### src/rtl/truth_table_pkg.sv
// truth_table_pkg: shared op codes and sweep states for truth-table checkers
package truth_table_pkg;
  localparam logic [2:0] OP_AND  = 3'd0;
  localparam logic [2:0] OP_OR   = 3'd1;
  localparam logic [2:0] OP_XOR  = 3'd2;
  localparam logic [2:0] OP_NAND = 3'd3;
  localparam logic [2:0] OP_NOR  = 3'd4;
  localparam logic [2:0] OP_XNOR = 3'd5;
  localparam logic [2:0] OP_BUF  = 3'd6;
  localparam logic [2:0] OP_NOT  = 3'd7;
  typedef enum logic [1:0] {
    ST_IDLE  = 2'd0,
    ST_APPLY = 2'd1,
    ST_DONE  = 2'd2
  } state_e;
endpackage

### src/rtl/truth_table_sweeper_gate_model.sv
// gate_model: golden N-input gate built from reduction operators
module gate_model
  import truth_table_pkg::*;
#(
  parameter int N_IN = 2
) (
  input  logic [N_IN-1:0] vec,
  input  logic [2:0]      op,
  output logic            exp
);
  logic a, o, x;
  assign a = &vec;
  assign o = |vec;
  assign x = ^vec;
  assign exp = op == OP_AND  ? a :
               op == OP_OR   ? o :
               op == OP_XOR  ? x :
               op == OP_NAND ? ~a :
               op == OP_NOR  ? ~o :
               op == OP_XNOR ? ~x :
               op == OP_BUF  ? vec[0] : ~vec[0];
endmodule

### src/rtl/truth_table_sweeper.sv
// truth_table_sweeper: exhaustive vector sweep with hold, golden compare and result capture
module truth_table_sweeper
  import truth_table_pkg::*;
#(
  parameter int N_IN = 2,
  parameter int HOLD = 4
) (
  input  logic            clk,
  input  logic            rst,
  input  logic            start,
  input  logic [2:0]      op,
  input  logic            dut_out,
  output logic [N_IN-1:0] vec,
  output logic            busy,
  output logic            done,
  output logic            pass,
  output logic [N_IN:0]   err_count,
  output logic [N_IN-1:0] first_err_vec
);
  localparam int HW = HOLD > 1 ? $clog2(HOLD) : 1;
  localparam int EW = N_IN + 1;
  localparam logic [HW-1:0] HLAST = HW'(HOLD - 1);
  state_e state_q, state_d;
  logic [N_IN-1:0] vec_q, vec_d, ferr_q, ferr_d;
  logic [EW-1:0] err_q, err_d;
  logic [HW-1:0] hold_q, hold_d;
  logic [2:0] op_q, op_d;
  logic busy_q, busy_d, done_q, done_d, pass_q, pass_d;
  logic exp, sample, miss, last;
  gate_model #(.N_IN(N_IN)) u_gate (
    .vec(vec_q),
    .op (op_q),
    .exp(exp)
  );
  assign sample = hold_q == HLAST;
  assign miss = sample && (dut_out != exp);
  assign last = &vec_q;
  // next state: (re)start from IDLE/DONE, step hold/vector and score while applying
  always_comb begin
    state_d = state_q;
    vec_d = vec_q;
    ferr_d = ferr_q;
    err_d = err_q;
    hold_d = hold_q;
    op_d = op_q;
    busy_d = busy_q;
    done_d = done_q;
    pass_d = pass_q;
    case (state_q)
      ST_IDLE, ST_DONE: begin
        if (start) begin
          state_d = ST_APPLY;
          op_d = op;
          vec_d = '0;
          hold_d = '0;
          err_d = '0;
          ferr_d = '0;
          busy_d = 1'b1;
          done_d = 1'b0;
          pass_d = 1'b0;
        end
      end
      ST_APPLY: begin
        hold_d = sample ? '0 : hold_q + HW'(1);
        err_d = miss ? err_q + EW'(1) : err_q;
        ferr_d = (miss && err_q == '0) ? vec_q : ferr_q;
        vec_d = (sample && !last) ? vec_q + N_IN'(1) : vec_q;
        if (sample && last) begin
          state_d = ST_DONE;
          busy_d = 1'b0;
          done_d = 1'b1;
          pass_d = err_d == '0;
        end
      end
      default: state_d = ST_IDLE;
    endcase
  end
  // state and result registers with synchronous reset
  always_ff @(posedge clk) begin
    if (rst) begin
      state_q <= ST_IDLE;
      vec_q <= '0;
      ferr_q <= '0;
      err_q <= '0;
      hold_q <= '0;
      op_q <= '0;
      busy_q <= 1'b0;
      done_q <= 1'b0;
      pass_q <= 1'b0;
    end else begin
      state_q <= state_d;
      vec_q <= vec_d;
      ferr_q <= ferr_d;
      err_q <= err_d;
      hold_q <= hold_d;
      op_q <= op_d;
      busy_q <= busy_d;
      done_q <= done_d;
      pass_q <= pass_d;
    end
  end
  assign vec = vec_q;
  assign busy = busy_q;
  assign done = done_q;
  assign pass = pass_q;
  assign err_count = err_q;
  assign first_err_vec = ferr_q;
endmodule

### config.mk
export PLATFORM = sky130hd
export DESIGN_NAME = truth_table_sweeper
export DESIGN_NICKNAME = d
export VERILOG_FILES = /design/src/rtl/truth_table_pkg.sv /design/src/rtl/truth_table_sweeper_gate_model.sv /design/src/rtl/truth_table_sweeper.sv
export SDC_FILE = /design/constraint.sdc
export NUM_CORES = 1
export LEC_CHECK = 0
export ABC_CLOCK_PERIOD_IN_PS = 5750
export CORE_MARGIN = 5
export CORE_UTILIZATION = 45
export CTS_BUF_LIST = sky130_fd_sc_hd__clkbuf_4
export CTS_CLUSTER_DIAMETER = 80
export DETAILED_ROUTE_END_ITERATION = 6
export PLACE_DENSITY = 0.71
export SYNTH_ARGS = -nofsm -noshare
export SYNTH_HDL_FRONTEND = slang
export SYNTH_HIERARCHICAL = 1
export SYNTH_SLANG_ARGS = --single-unit
### constraint.sdc
create_clock -name clk -period 5.75 [get_ports clk]
set_input_delay 0.575 -clock clk [delete_from_list [all_inputs] [get_ports clk]]
set_output_delay 0.575 -clock clk [all_outputs]
set_load 0.01 [all_outputs]
Word level (Yosys, flattened, before mapping) --
Index checks and enable logic that the tools add are counted.
Cells by class: add/sub/neg operators 3, eq/ne operators 14, multiplexer cells 28, bitwise logic cells 4, reductions and logical operators 20
Operator list (number):
- one-hot mux 2 bit (2 select lines) | 4
- two-way mux 1 bit | 12
- two-way mux 2 bit | 6
- equality test 3 bit (second input constant) | 3
- zero test 3 bit | 3
- AND reduction 3 bit | 3
- != test 2 bit (second input constant) | 4
- AND reduction 2 bit | 4
- equality test 3 x 2 -> 1 bit (second input constant) | 2
- two-way mux 3 bit | 2
- one-hot mux 1 bit (2 select lines) | 3
- one-hot mux 3 bit (2 select lines) | 1
- adder 2 x 1 -> 2 bit (second input constant) | 2
- equality test 2 bit (second input constant) | 2
- logical AND 1 bit | 4
- inverter 1 bit | 4
- OR reduction 2 bit | 2
- adder 3 x 1 -> 3 bit (second input constant) | 1
- equality test 3 x 1 -> 1 bit (second input constant) | 1
- equality test 2 x 1 -> 1 bit (second input constant) | 1
- zero test 2 bit | 1
- nonzero test 2 bit | 1
- parity 2 bit | 1
- zero test 1 bit | 1
- != test 1 bit | 1
Storage, ports and cells: flip-flop bits (word level) 17, input port bits 7, output and inout bits 10, logic and storage cells 78

Logic depth before layout (Yosys ltp) --
Gate-level depths: netlist of the first run.
depth in word-level cells 14, mapped depth 9, gate-level depth less buffers 9

Modules after synthesis --
The synthesis of the first run kept the hierarchy.
By module, submodules not included:
- truth_table_sweeper | times used 1, cells an instance 89, area an instance 797.0 um^2, sequential area each 340.3 um^2
- gate_model | times used 1, cells an instance 11, area an instance 102.6 um^2, sequential area each 0.0 um^2

Worst setup path before layout of the first run --
No wires, ideal clock.
path kind reg-to-reg, start point register vec_q[0], in the netlist vec[0], end point register pass_q, in the netlist pass, library setup time 0.073 ns, arrival time 2.519 ns, data required time 5.677 ns, path slack 3.158 ns, cell stages (with the launch flop) 9, buffers on the path 0, clock period less this slack 2.592 ns, path through dfxtp_1 inv_1 ha_1 mux2_1 mux4_2 xor2_2 and4_2 or4_1 o22ai_2
Between the ends: cells in the longest elaborated chain, start to end 14, elaborated cells between the ends (all ways) 23
RTL lines:
- start: declaration | line truth_table_sweeper.sv:24 | logic [N_IN-1:0] vec_q, vec_d, ferr_q, ferr_d;
- start signal: assignment | line truth_table_sweeper.sv:92 | vec_q <= vec_d;
- inverter 1 bit / parity 2 bit (equally long branches) | line truth_table_sweeper_gate_model.sv:21, truth_table_sweeper_gate_model.sv:14
- two-way mux 1 bit / inverter 1 bit (equally long branches) | line truth_table_sweeper_gate_model.sv:21, truth_table_sweeper_gate_model.sv:20
- two-way mux 1 bit | line truth_table_sweeper_gate_model.sv:20 | op == OP_XNOR ? ~x :
- two-way mux 1 bit | line truth_table_sweeper_gate_model.sv:19 | op == OP_NOR ? ~o :
- two-way mux 1 bit | line truth_table_sweeper_gate_model.sv:18 | op == OP_NAND ? ~a :
- two-way mux 1 bit | line truth_table_sweeper_gate_model.sv:17 | op == OP_XOR ? x :
- two-way mux 1 bit | line truth_table_sweeper_gate_model.sv:16 | op == OP_OR ? o :
- two-way mux 1 bit * | line truth_table_sweeper_gate_model.sv:15 | assign exp = op == OP_AND ? a :
- via exp | line truth_table_sweeper.sv:29 | logic exp, sample, miss, last;
- != test 1 bit * | line truth_table_sweeper.sv:36 | assign miss = sample && (dut_out != exp);
- logical AND 1 bit * | line truth_table_sweeper.sv:36
- two-way mux 3 bit * | line truth_table_sweeper.sv:65 | err_d = miss ? err_q + EW'(1) : err_q;
- zero test 3 bit * | line truth_table_sweeper.sv:72 | pass_d = err_d == '0;
- two-way mux 1 bit * | line truth_table_sweeper.sv:68 | if (sample && last) begin
- one-hot mux 1 bit (2 select lines) * | line truth_table_sweeper.sv:49 | case (state_q)
- end signal: assignment | line truth_table_sweeper.sv:99 | pass_q <= pass_d;
- end: declaration | line truth_table_sweeper.sv:28 | logic busy_q, busy_d, done_q, done_d, pass_q, pass_d;
Mark *: on every way through the listed nets, which the timed path passes. The rest lies on a longest branch. The select of a mux whose other input is x is not followed. A chain may end at the register's enable or synchronous reset.

Final worst setup path of the first run --
Same ends and word-level chain as after synthesis.

==> results.md, run 1 <==
- Post-CTS Resized: 0
- Endpoints failing setup: 0
- Hold endpoint: busy
- Pwr/cell area: roughly 190 mW/mm^2
- Drt total wl: about 1800 um
- Global route overflow: 0
- First-pass GRT wire length: 3040 um
- GPL Wtd Cong: 0.810
- Max Clock Freq: 369 MHz
- Critical Path Max Stage Delay: around 0.50 ns
- Area growth syn-to-layout: 22.3%
- Die Wd: about 55 um
- Fin. Hold Viols: 0
- Slew headroom: 53.7%
- Clk_skew: between 0.003 and 0.004 ns
- Seq/Total Area, Yosys: between 30% and 40%
- Initial antenna violation count: 0
- Worst r2r dst: pass
- Io pins: 17
- Hold Path Depth: 2
- Fin crit share: 47.1%
- Cell area after synthesis: 900 sq um
- #FFs+latches synth: 17
- Crit. End Element: register
- Post-synth EDFFs: 0
- R2R cell count: 8
- Detail Route Antenna Nets: 0
- Ant diodes: 0
- Root Driver: clkbuf_4
- Ys flop type: dfxtp_1
- RSZ-0062 raised after global routing: no
- Crit path kind: reg2reg
- Number of global-route vias before repair: ~720
- Nets: roughly 130
- CTS tree: yes
- Drt first pass iters: 2
- Die height: 54.7 um
- Clock tree buffer depth: 2
- Final cell count without fillers: between 100 and 150
- Status: completed
- H-Tree Depth: 1
- Period minus WS final: approximately 2.7 ns
- CP max-delay cell: or4_1
- Avg Cell Area, Syn: approximately 9.0 sq um
- Clk sinks: 17
- CTS Buf Count: 3
- Top fanout value on the critical path: 8
- Syn Nets: 113
- Post-CTS Setup Bufs: 0
- Clk slew on worst S/H paths: roughly 0.10 ns
- Placeable Area: a little under 0.002 sq mm
- Setup slack, reg-to-reg: 3.04 ns
- Share of cells above drive strength 1: a little under an eighth
- Initial core utilization: a little under half
- Vias post-DR: 714
- Synth area leaders: dfxtp_1 38%, ha_1 8.3%, mux2i_1 7.8%
- Maximum vdd drop: approximately 0.15 mV
- DRT iter0 DRCs: 6
- Slew Viols, Final: 0
- Vias/cell: roughly 5.0
- Worst Tran Pin Value: approximately 0.69 ns
- Setup TNS: 0 ns
- Full die area: between 0.002 and 0.003 sq mm
- Crit path launch type: register
- Reg area: ~340 sq um
- Avg WL per Cell: ~12 um
- Max Cap Viol: 0
- Yosys cell types: 31
- Most frequent cells in the layout: 17 x dfxtp_1, 16 x clkdlybuf4s50_1, 10 x nand2_1, 10 x nor2_1, 8 x inv_1
- Gate Count Post-Synth: 100
- Arrival time at the worst endpoint: between 2 and 3 ns
- Insertion delay to the later sink of the worst-skew pair: between 0.2 and 0.3 ns
- Residual DRC: 0
- Crit path required time: ~6.0 ns
- Async SR Flop Fraction: 0%
- PortBufs: 16
- Dpl hpwl: 1230 um
- Inst Count DP: roughly 140
- Largest net degree at the start of global routing: 19
- Rows: 16
- Yosys Warn Count: 6
- Static leakage: roughly 0.00044 uW
- Hold crit path type: reg2reg
- Area of the multi-input gates: 508 sq um
- Synth top area share: 37.8%
- Synth area leader: dfxtp_1
- R2r startpoint: vec[0]
- Crit-path cells: inv_1, ha_1, mux2_1, mux4_2, xor2_2, a31oi_1, or4_1, o22ai_2
- Start point of the worst hold path: busy
- Fillers: 185
- Most common cell after layout, fill and taps aside: dfxtp_1
- Tot GR Track Use: 14.0%
- Hold-fix buffers, CTS: 0
logic make-up (layout without fill, tap and decap cells):
group	Yosys count	after routing	share of synthesized area, %
compound gates	13	13	9.04
simple gates	37	37	21.0
fa+ha+maj	6	6	8.34
flops	17	17	37.8
mux	12	12	15.3
buf+inv	13	28	5.70
xor+xnor	2	2	2.78
cell type report:
type | instances | area share (%)
multi-input combinational | 70 | 46.2
sequential | 17 | 30.9
timing repair buffer | 16 | 14.6
tap | 27 | 3.07
inverter | 8 | 2.73
clock buffer | 3 | 2.05
clock inverter | 1 | 0.455
power breakdown:
part,internal (uW),switching [uW],leakage [uW]
clock,25.8,36.8,0.0000177
combinational,10.9,12.3,0.000284
sequential,121,2.82,0.000138
total,158,51.9,0.000440
critical path: cells and delay by family, from the launching register on:
family | cells | cell delay [ns]
multiplexers | 2 | 0.77
AND/OR/NAND/NOR | 1 | 0.50
flip-flops | 1 | 0.47
adder cells (fa/ha/maj) | 1 | 0.32
XOR/XNOR | 1 | 0.29
AO/OA/AOI/OAI | 2 | 0.22
buffers and inverters | 1 | 0.09
registers in the layout (all words and copies together), names as in the netlist:
register and flops:
op_q 3, pass 1, vec 2, err_count 3, first_err_vec 2, busy 1, done 1, state_q 2
hold_q 2
cells in the mapped netlist, types with 2 or more instances:
master / number
inv_1: 8
buf_2: 2
and2_1: 2
nand3_1: 4
ha_1: 6
a21oi_1: 7
clkbuf_1: 3
nor2_1: 10
mux2i_1: 7
mux2_2: 3
nand2b_1: 2
nand2_1: 10
a31oi_1: 2
dfxtp_1: 17
per-stage QoR:
stage,setup slack (ns),hold WS [ns],util (%),power (uW),instance area (sq um)
CTS,3.03,0.460,56.6,213,1100
global route,2.84,0.480,56.6,220,1100
finish,3.04,0.457,56.6,210,1100
floorplan,3.16,0.440,-,142,900
global placement,3.15,0.443,55.2,149,1070
detailed placement,3.07,0.446,55.2,150,1070
layer usage:
| layer | wire, um | GRT usage [%] |
|---|---|---|
| met4 | 0 | 6.22 |
| met1 | 840 | 16.0 |
| met3 | 84 | 3.81 |
| met5 | 0 | 0 |
| met2 | 826 | 24.0 |
worst max-delay path by stage:
| stage | from | end | slack (ns) | cells after the start |
|---|---|---|---|---|
| final | vec[0] | pass | 3.04 | 8 |
| after global routing | vec[0] | pass | 2.84 | 8 |
| after CTS | vec[0] | pass | 3.03 | 8 |
| after detailed placement | vec[0] | pass | 3.07 | 8 |
| after global placement | vec[0] | pass | 3.15 | 8 |
| after floorplan | vec[0] | pass | 3.16 | 8 |
Power figures use the tool's default switching activity.
==> run 2, diff against run 1 <==
--- a/config.mk
+++ b/config.mk
@@ -5,7 +5,7 @@
 export SDC_FILE = /design/constraint.sdc
 export NUM_CORES = 1
 export LEC_CHECK = 0
-export ABC_CLOCK_PERIOD_IN_PS = 5750
+export ABC_CLOCK_PERIOD_IN_PS = 2500
 export CORE_MARGIN = 5
 export CORE_UTILIZATION = 45
 export CTS_BUF_LIST = sky130_fd_sc_hd__clkbuf_4
==> constraint.sdc (replaced) <==
create_clock -name clk -period 2.5 [get_ports clk]
set_input_delay 0.25 -clock clk [delete_from_list [all_inputs] [get_ports clk]]
set_output_delay 0.25 -clock clk [all_outputs]
set_load 0.01 [all_outputs]
==> run 2 against run 1 <==
Clock power up 140%. Final cell count up 2.8%. Critical path type unchanged. Count of clock-buffer cells in the layout unchanged. Non-clock buffer count up 4. Sequential power up 130%. Critical endpoint unchanged. Hold slack better by 0.00060 ns.
==> results.md, run 2 (synthesized netlist as in run 1, its figures left out) <==
- Status: completed
- Crit path required time: 2.73 ns (-3.24 ns)
- Setup TNS: 0 ns (unchanged)
- Clock tree buffer depth: 2 (unchanged)
- Crit path launch type: register
- GPL Wtd Cong: 0.792 (-2.3%)
- Slew Viols, Final: 0 (unchanged)
- Worst r2r dst: pass
- Share of cells above drive strength 1: 18.5% (+7.2 points)
- Inst Count DP: 141 (+2.2%)
- Most frequent cells in the layout: 16 x clkdlybuf4s50_1, 15 x dfxtp_1, 10 x nand2_1, 10 x nor2_1, 8 x inv_1
- PortBufs: 16 (unchanged)
- R2r startpoint: vec[1]
- Drt total wl: 1760 um (+0.23%)
- Worst Tran Pin Value: 0.660 ns (-0.0345 ns)
- WP depth: 8 (unchanged)
- First-pass GRT wire length: 2710 um (-11%)
- Clk slew on worst S/H paths: 0.10 ns (about the same)
- CP endpoint: pass
- Endpoints failing setup: 0 (unchanged)
- Fillers: 191 (+3.2%)
- Nets: 133 (+3.1%)
- Die height: 54.7 um (unchanged)
- Io pins: 17 (unchanged)
- Period minus WS final: 2.41 ns (-0.301 ns)
- Crit path kind: reg2reg
- DRT iter0 DRCs: 8 (+2)
- Area growth syn-to-layout: 28.5%
- Detail Route Antenna Nets: 0 (unchanged)
- Clk_skew: 0.000609 ns (-0.00279 ns)
- Fin. Hold Viols: 0 (unchanged)
- Avg WL per Cell: 12.0 um (-2.5%)
- Root Driver: clkbuf_4
- Most common cell after layout, fill and taps aside: clkdlybuf4s50_1
- Number of global-route vias before repair: 627 (-13%)
- Max Clock Freq: 416 MHz (+12%)
- Largest net degree at the start of global routing: 19 (unchanged)
- H-Tree Depth: 1 (unchanged)
- Maximum vdd drop: 0.357 mV (+130%)
- Rows: 16 (unchanged)
- Fin crit share: 96.2% (+49 points)
- Crit. End Element: register
- Initial antenna violation count: 0 (unchanged)
- Die Wd: 54.7 um (unchanged)
- Arrival time at the worst endpoint: 2.63 ns (-0.29 ns)
- Residual DRC: 0 (unchanged)
- Hold crit path type: reg2reg
- Bufs and invs on worst path: 1 (unchanged)
- Tot GR Track Use: 12.8% (-1.2 points)
- Hold-fix buffers, CTS: 0 (unchanged)
- R2R cell count: 8 (unchanged)
- Drt first pass iters: 4 (+2)
- Max Cap Viol: 0 (unchanged)
- Setup slack, reg-to-reg: 0.09 ns (-2.95 ns)
- Initial core utilization: 46.3% (unchanged)
- WHS: 0.457 ns (+0.000602 ns)
- Global route overflow: 0 (unchanged)
- Pwr/cell area: 423 mW/mm^2 (+120%)
- Slew headroom: 56.0% (+2.3 points)
- Placeable Area: 0.00194 sq mm (unchanged)
- CP max-delay cell: or4_4
- Top fanout value on the critical path: 4 (-4)
- Static leakage: 0.000466 uW (+5.9%)
- Insertion delay to the later sink of the worst-skew pair: 0.29 ns (about the same)
- RSZ-0062 raised after global routing: no
- Crit-path cells: inv_1, ha_4, mux2_4, mux4_2, xor2_2, and4_4, or4_4, o22ai_2
- Vias post-DR: 721 (+0.98%)
- Critical path's top delay family: multiplexers
- Full die area: 0.00299 sq mm (unchanged)
- Final cell count without fillers: 146 (+2.8%)
- CTS Buf Count: 3 (unchanged)
- CTS tree: yes
- Vias/cell: 4.94 (-1.8%)
- Critical Path Source: vec[1]
- Ant diodes: 0 (unchanged)
- Critical Path Max Stage Delay: 0.48 ns (-0.02 ns)
- Clk sinks: 17 (unchanged)
- Dpl hpwl: 1280 um (+3.8%)
-- run 2: area by class of cell --
class	count	area [sq um]	area share, %
repair buffers	20	190	16.5
clock buffers	3	22.5	1.95
flip-flops and latches	17	345	29.9
well taps	27	33.8	2.92
inverters	8	30.0	2.60
multi-input cells	70	529	45.8
clock inverters	1	5.00	0.433
-- run 2: per-layer routing --
layer  wire (um)  vias up  GRT usage (%)
met5           0        -              0
met4           0        0           6.22
met3          53        0           2.72
met2         869       11           20.9
met1         833      335           15.8
li1            -      375              -
-- run 2: worst min-delay path, cell delays in order (launching register included) --
cell and delay, ns:
dfxtp_1 0.32, nand2_1 0.05, a21oi_1 0.05
-- run 2: how the worst min path moves through the flow --
stage | from | end | slack [ns] | cells after the start
2_1_floorplan | op[0] | op_q[0] | 0.39 | 2
3_3_place_gp | busy | busy | 0.44 | 2
3_5_place_dp | busy | busy | 0.45 | 2
4_1_cts | busy | busy | 0.46 | 2
5_1_grt | busy | busy | 0.48 | 2
6_report | busy | busy | 0.46 | 2
-- run 2: metrics by stage --
| stage | instance area, sq um | util (%) | power, uW | worst slack (ns) |
|---|---|---|---|---|
| final | 1160 | 59.5 | 490 | 0.0939 |
| after detailed placement | 1100 | 56.5 | 348 | 0.0212 |
| after global routing | 1160 | 59.5 | 516 | 0.0373 |
| after floorplan | 902 | - | 326 | 0.00331 |
| after CTS | 1130 | 58.1 | 495 | 0.0139 |
| after global placement | 1100 | 56.5 | 348 | 0.0778 |
-- run 2: what timing repair did --
item / CTS / global route
setup buffers: 0 / 1
gates resized for setup: 1 / 4
pin swaps: 0 / 4
endpoints found under the setup margin: 1 / 4
-- run 2: report_power, final --
| part | switching [uW] | leakage (uW) | internal, uW |
|---|---|---|---|
| clock | 88.1 | 0.0000177 | 59.4 |
| sequential | 6.52 | 0.000140 | 277 |
| combinational | 28.5 | 0.000309 | 29.6 |
==> run 3, diff against run 2 <==
--- a/config.mk
+++ b/config.mk
@@ -12,6 +12,7 @@
 export CTS_CLUSTER_DIAMETER = 80
 export DETAILED_ROUTE_END_ITERATION = 6
 export PLACE_DENSITY = 0.71
+export SETUP_SLACK_MARGIN = 0.5
 export SYNTH_ARGS = -nofsm -noshare
 export SYNTH_HDL_FRONTEND = slang
 export SYNTH_HIERARCHICAL = 1
==> run 3 against run 2 <==
Combinational power grew 17%. Sequential share of layout area fell by 1.3 points. Power up 2.1%. Register-to-register slack gained 0.04 ns. Final area increased by 5.2%. Global-route usage grew 2.2 points. Final cell count up 2.7%. First-iteration DRC count fell by 13%. Die area did not move. Via count rose by 6.0%. Hold slack got worse by 0.0010 ns. Critical endpoint unchanged. Largest cell class unchanged.
==> results.md, run 3 (synthesized netlist as in run 1, its figures left out) <==
- Status: completed
- Fin. Hold Viols: 0 (unchanged)
- Vias/cell: 5.09 (+3.1%)
- CTS tree: yes
- Slew headroom: 57.5% (+1.5 points)
- Avg WL per Cell: 12.3 um (+2.6%)
- Share of cells above drive strength 1: 24.4% (+5.9 points)
- Most frequent cells in the layout: 16 x clkdlybuf4s50_1, 15 x dfxtp_1, 10 x nand2_1
- Endpoints failing setup: 0 (unchanged)
- Nets: 137 (+3.0%)
- Hold crit path type: reg2reg
- Hold-fix buffers, CTS: 0 (unchanged)
- Tot GR Track Use: 15.0% (+2.2 points)
- Period minus WS final: 2.37 ns (-0.0402 ns)
- Die height: 54.7 um (unchanged)
- Vias post-DR: 764 (+6.0%)
- Most common cell after layout, fill and taps aside: clkdlybuf4s50_1
- Max Clock Freq: 423 MHz (+1.7%)
- Reg area: 348 sq um (+0.72%)
- Drt total wl: 1850 um (+5.4%)
- Slew Viols, Final: 0 (unchanged)
- Die Wd: 54.7 um (unchanged)
- CTS Buf Count: 3 (unchanged)
- Crit path required time: 2.72 ns (about the same)
- Io pins: 17 (unchanged)
- Fillers: 180 (-5.8%)
- Drt first pass iters: 2 (-2)
- Area growth syn-to-layout: 35.2%
- Crit. End Element: register
- R2R cell count: 8 (unchanged)
- Area of the multi-input gates: 552 sq um (+4.3%)
- Initial antenna violation count: 0 (unchanged)
- Final Cell Area: 0.00122 sq mm (+5.2%)
- Full die area: 0.00299 sq mm (unchanged)
- Ant diodes: 0 (unchanged)
- Inst Count DP: 140 (-0.71%)
- Residual DRC: 0 (unchanged)
- Insertion delay to the later sink of the worst-skew pair: 0.28 ns (about the same)
- Top fanout value on the critical path: 4 (unchanged)
- Clock tree buffer depth: 2 (unchanged)
- GPL Wtd Cong: 0.797 (+0.66%)
- Cell Area, Placed: 0.00112 sq mm (+1.7%)
- Detail Route Antenna Nets: 0 (unchanged)
- Rows: 16 (unchanged)
- Largest net degree at the start of global routing: 19 (unchanged)
- PortBufs: 16 (unchanged)
- WHS: 0.456 ns (-0.00103 ns)
- Pwr/cell area: 411 mW/mm^2 (-3.0%)
- H-Tree Depth: 1 (unchanged)
- Maximum vdd drop: 0.286 mV (-20%)
- Dpl hpwl: 1290 um (+0.42%)
- First-pass GRT wire length: 3260 um (+20%)
- Max Cap Viol: 0 (unchanged)
- Global route overflow: 0 (unchanged)
- Root Driver: clkbuf_4
- Placeable Area: 0.00194 sq mm (unchanged)
- Finished Core Util: 62.6% (+3.1 points)
- Clk slew on worst S/H paths: 0.09 ns (about the same)
- Crit path launch type: register
- Setup TNS: 0 ns (unchanged)
- Worst Tran Pin Value: 0.637 ns (-0.0229 ns)
- Number of global-route vias before repair: 753 (+20%)
- Arrival time at the worst endpoint: 2.58 ns (-0.05 ns)
- Initial core utilization: 46.3% (unchanged)
- Hold Path Depth: 2 (unchanged)
- Final cell count without fillers: 150 (+2.7%)
- Clk_skew: 0.00326 ns (+0.00265 ns)
- DRT iter0 DRCs: 7 (-1)
- Fin crit share: 94.6% (-1.6 points)
- Static leakage: 0.000499 uW (+7.1%)
- Crit path kind: reg2reg
- RSZ-0062 raised after global routing: yes
- Clk sinks: 17 (unchanged)
[run 3: cell type report]
class,count,share of cell area (%)
multi-input cells,70,45.4
repair buffers,24,18.1
well taps,27,2.78
inverters,8,2.67
clock buffers,4,2.47
flip-flops and latches,17,28.6
[run 3: timing repair]
item,CTS,global route
resized for setup,2,3
pin swaps,4,4
buffers inserted,5,1
endpoints found under the setup margin,6,6
[run 3: layer usage]
layer  part of all wire [%]  track usage (%)
met4                   0.54             6.22
met5                      0                0
met1                     44             18.1
met2                     51             25.8
met3                    4.5             2.72
[run 3: where the power goes]
part	internal [uW]	switching [uW]	total [uW]
Combinational	34.7	33.4	68.1
Sequential	276	5.30	282
Clock	72.7	77.4	150
[run 3: path summary, 6_finish.rpt]
path | startpoint | to | slack, ns
setup / recovery | vec[1] | pass | 0.13
hold / removal | busy | busy | 0.46
setup reg to reg | vec[1] | pass | 0.13
hold reg to reg | busy | busy | 0.46
[run 3: stage by stage]
step / total power, uW / worst slack (ns)
floorplan: 325 / 0.148
global placement: 345 / 0.136
detailed placement: 347 / 0.0865
CTS: 512 / 0.147
global route: 533 / 0.0774
finish: 500 / 0.134
[run 3: critical path: stages, from the launching register on]
cell and delay, ns:
dfxtp_4 0.38, inv_4 0.04, ha_4 0.23, mux2_4 0.26, mux4_2 0.51, xor2_4 0.18
and4_4 0.15, or4_4 0.47, o22ai_2 0.09
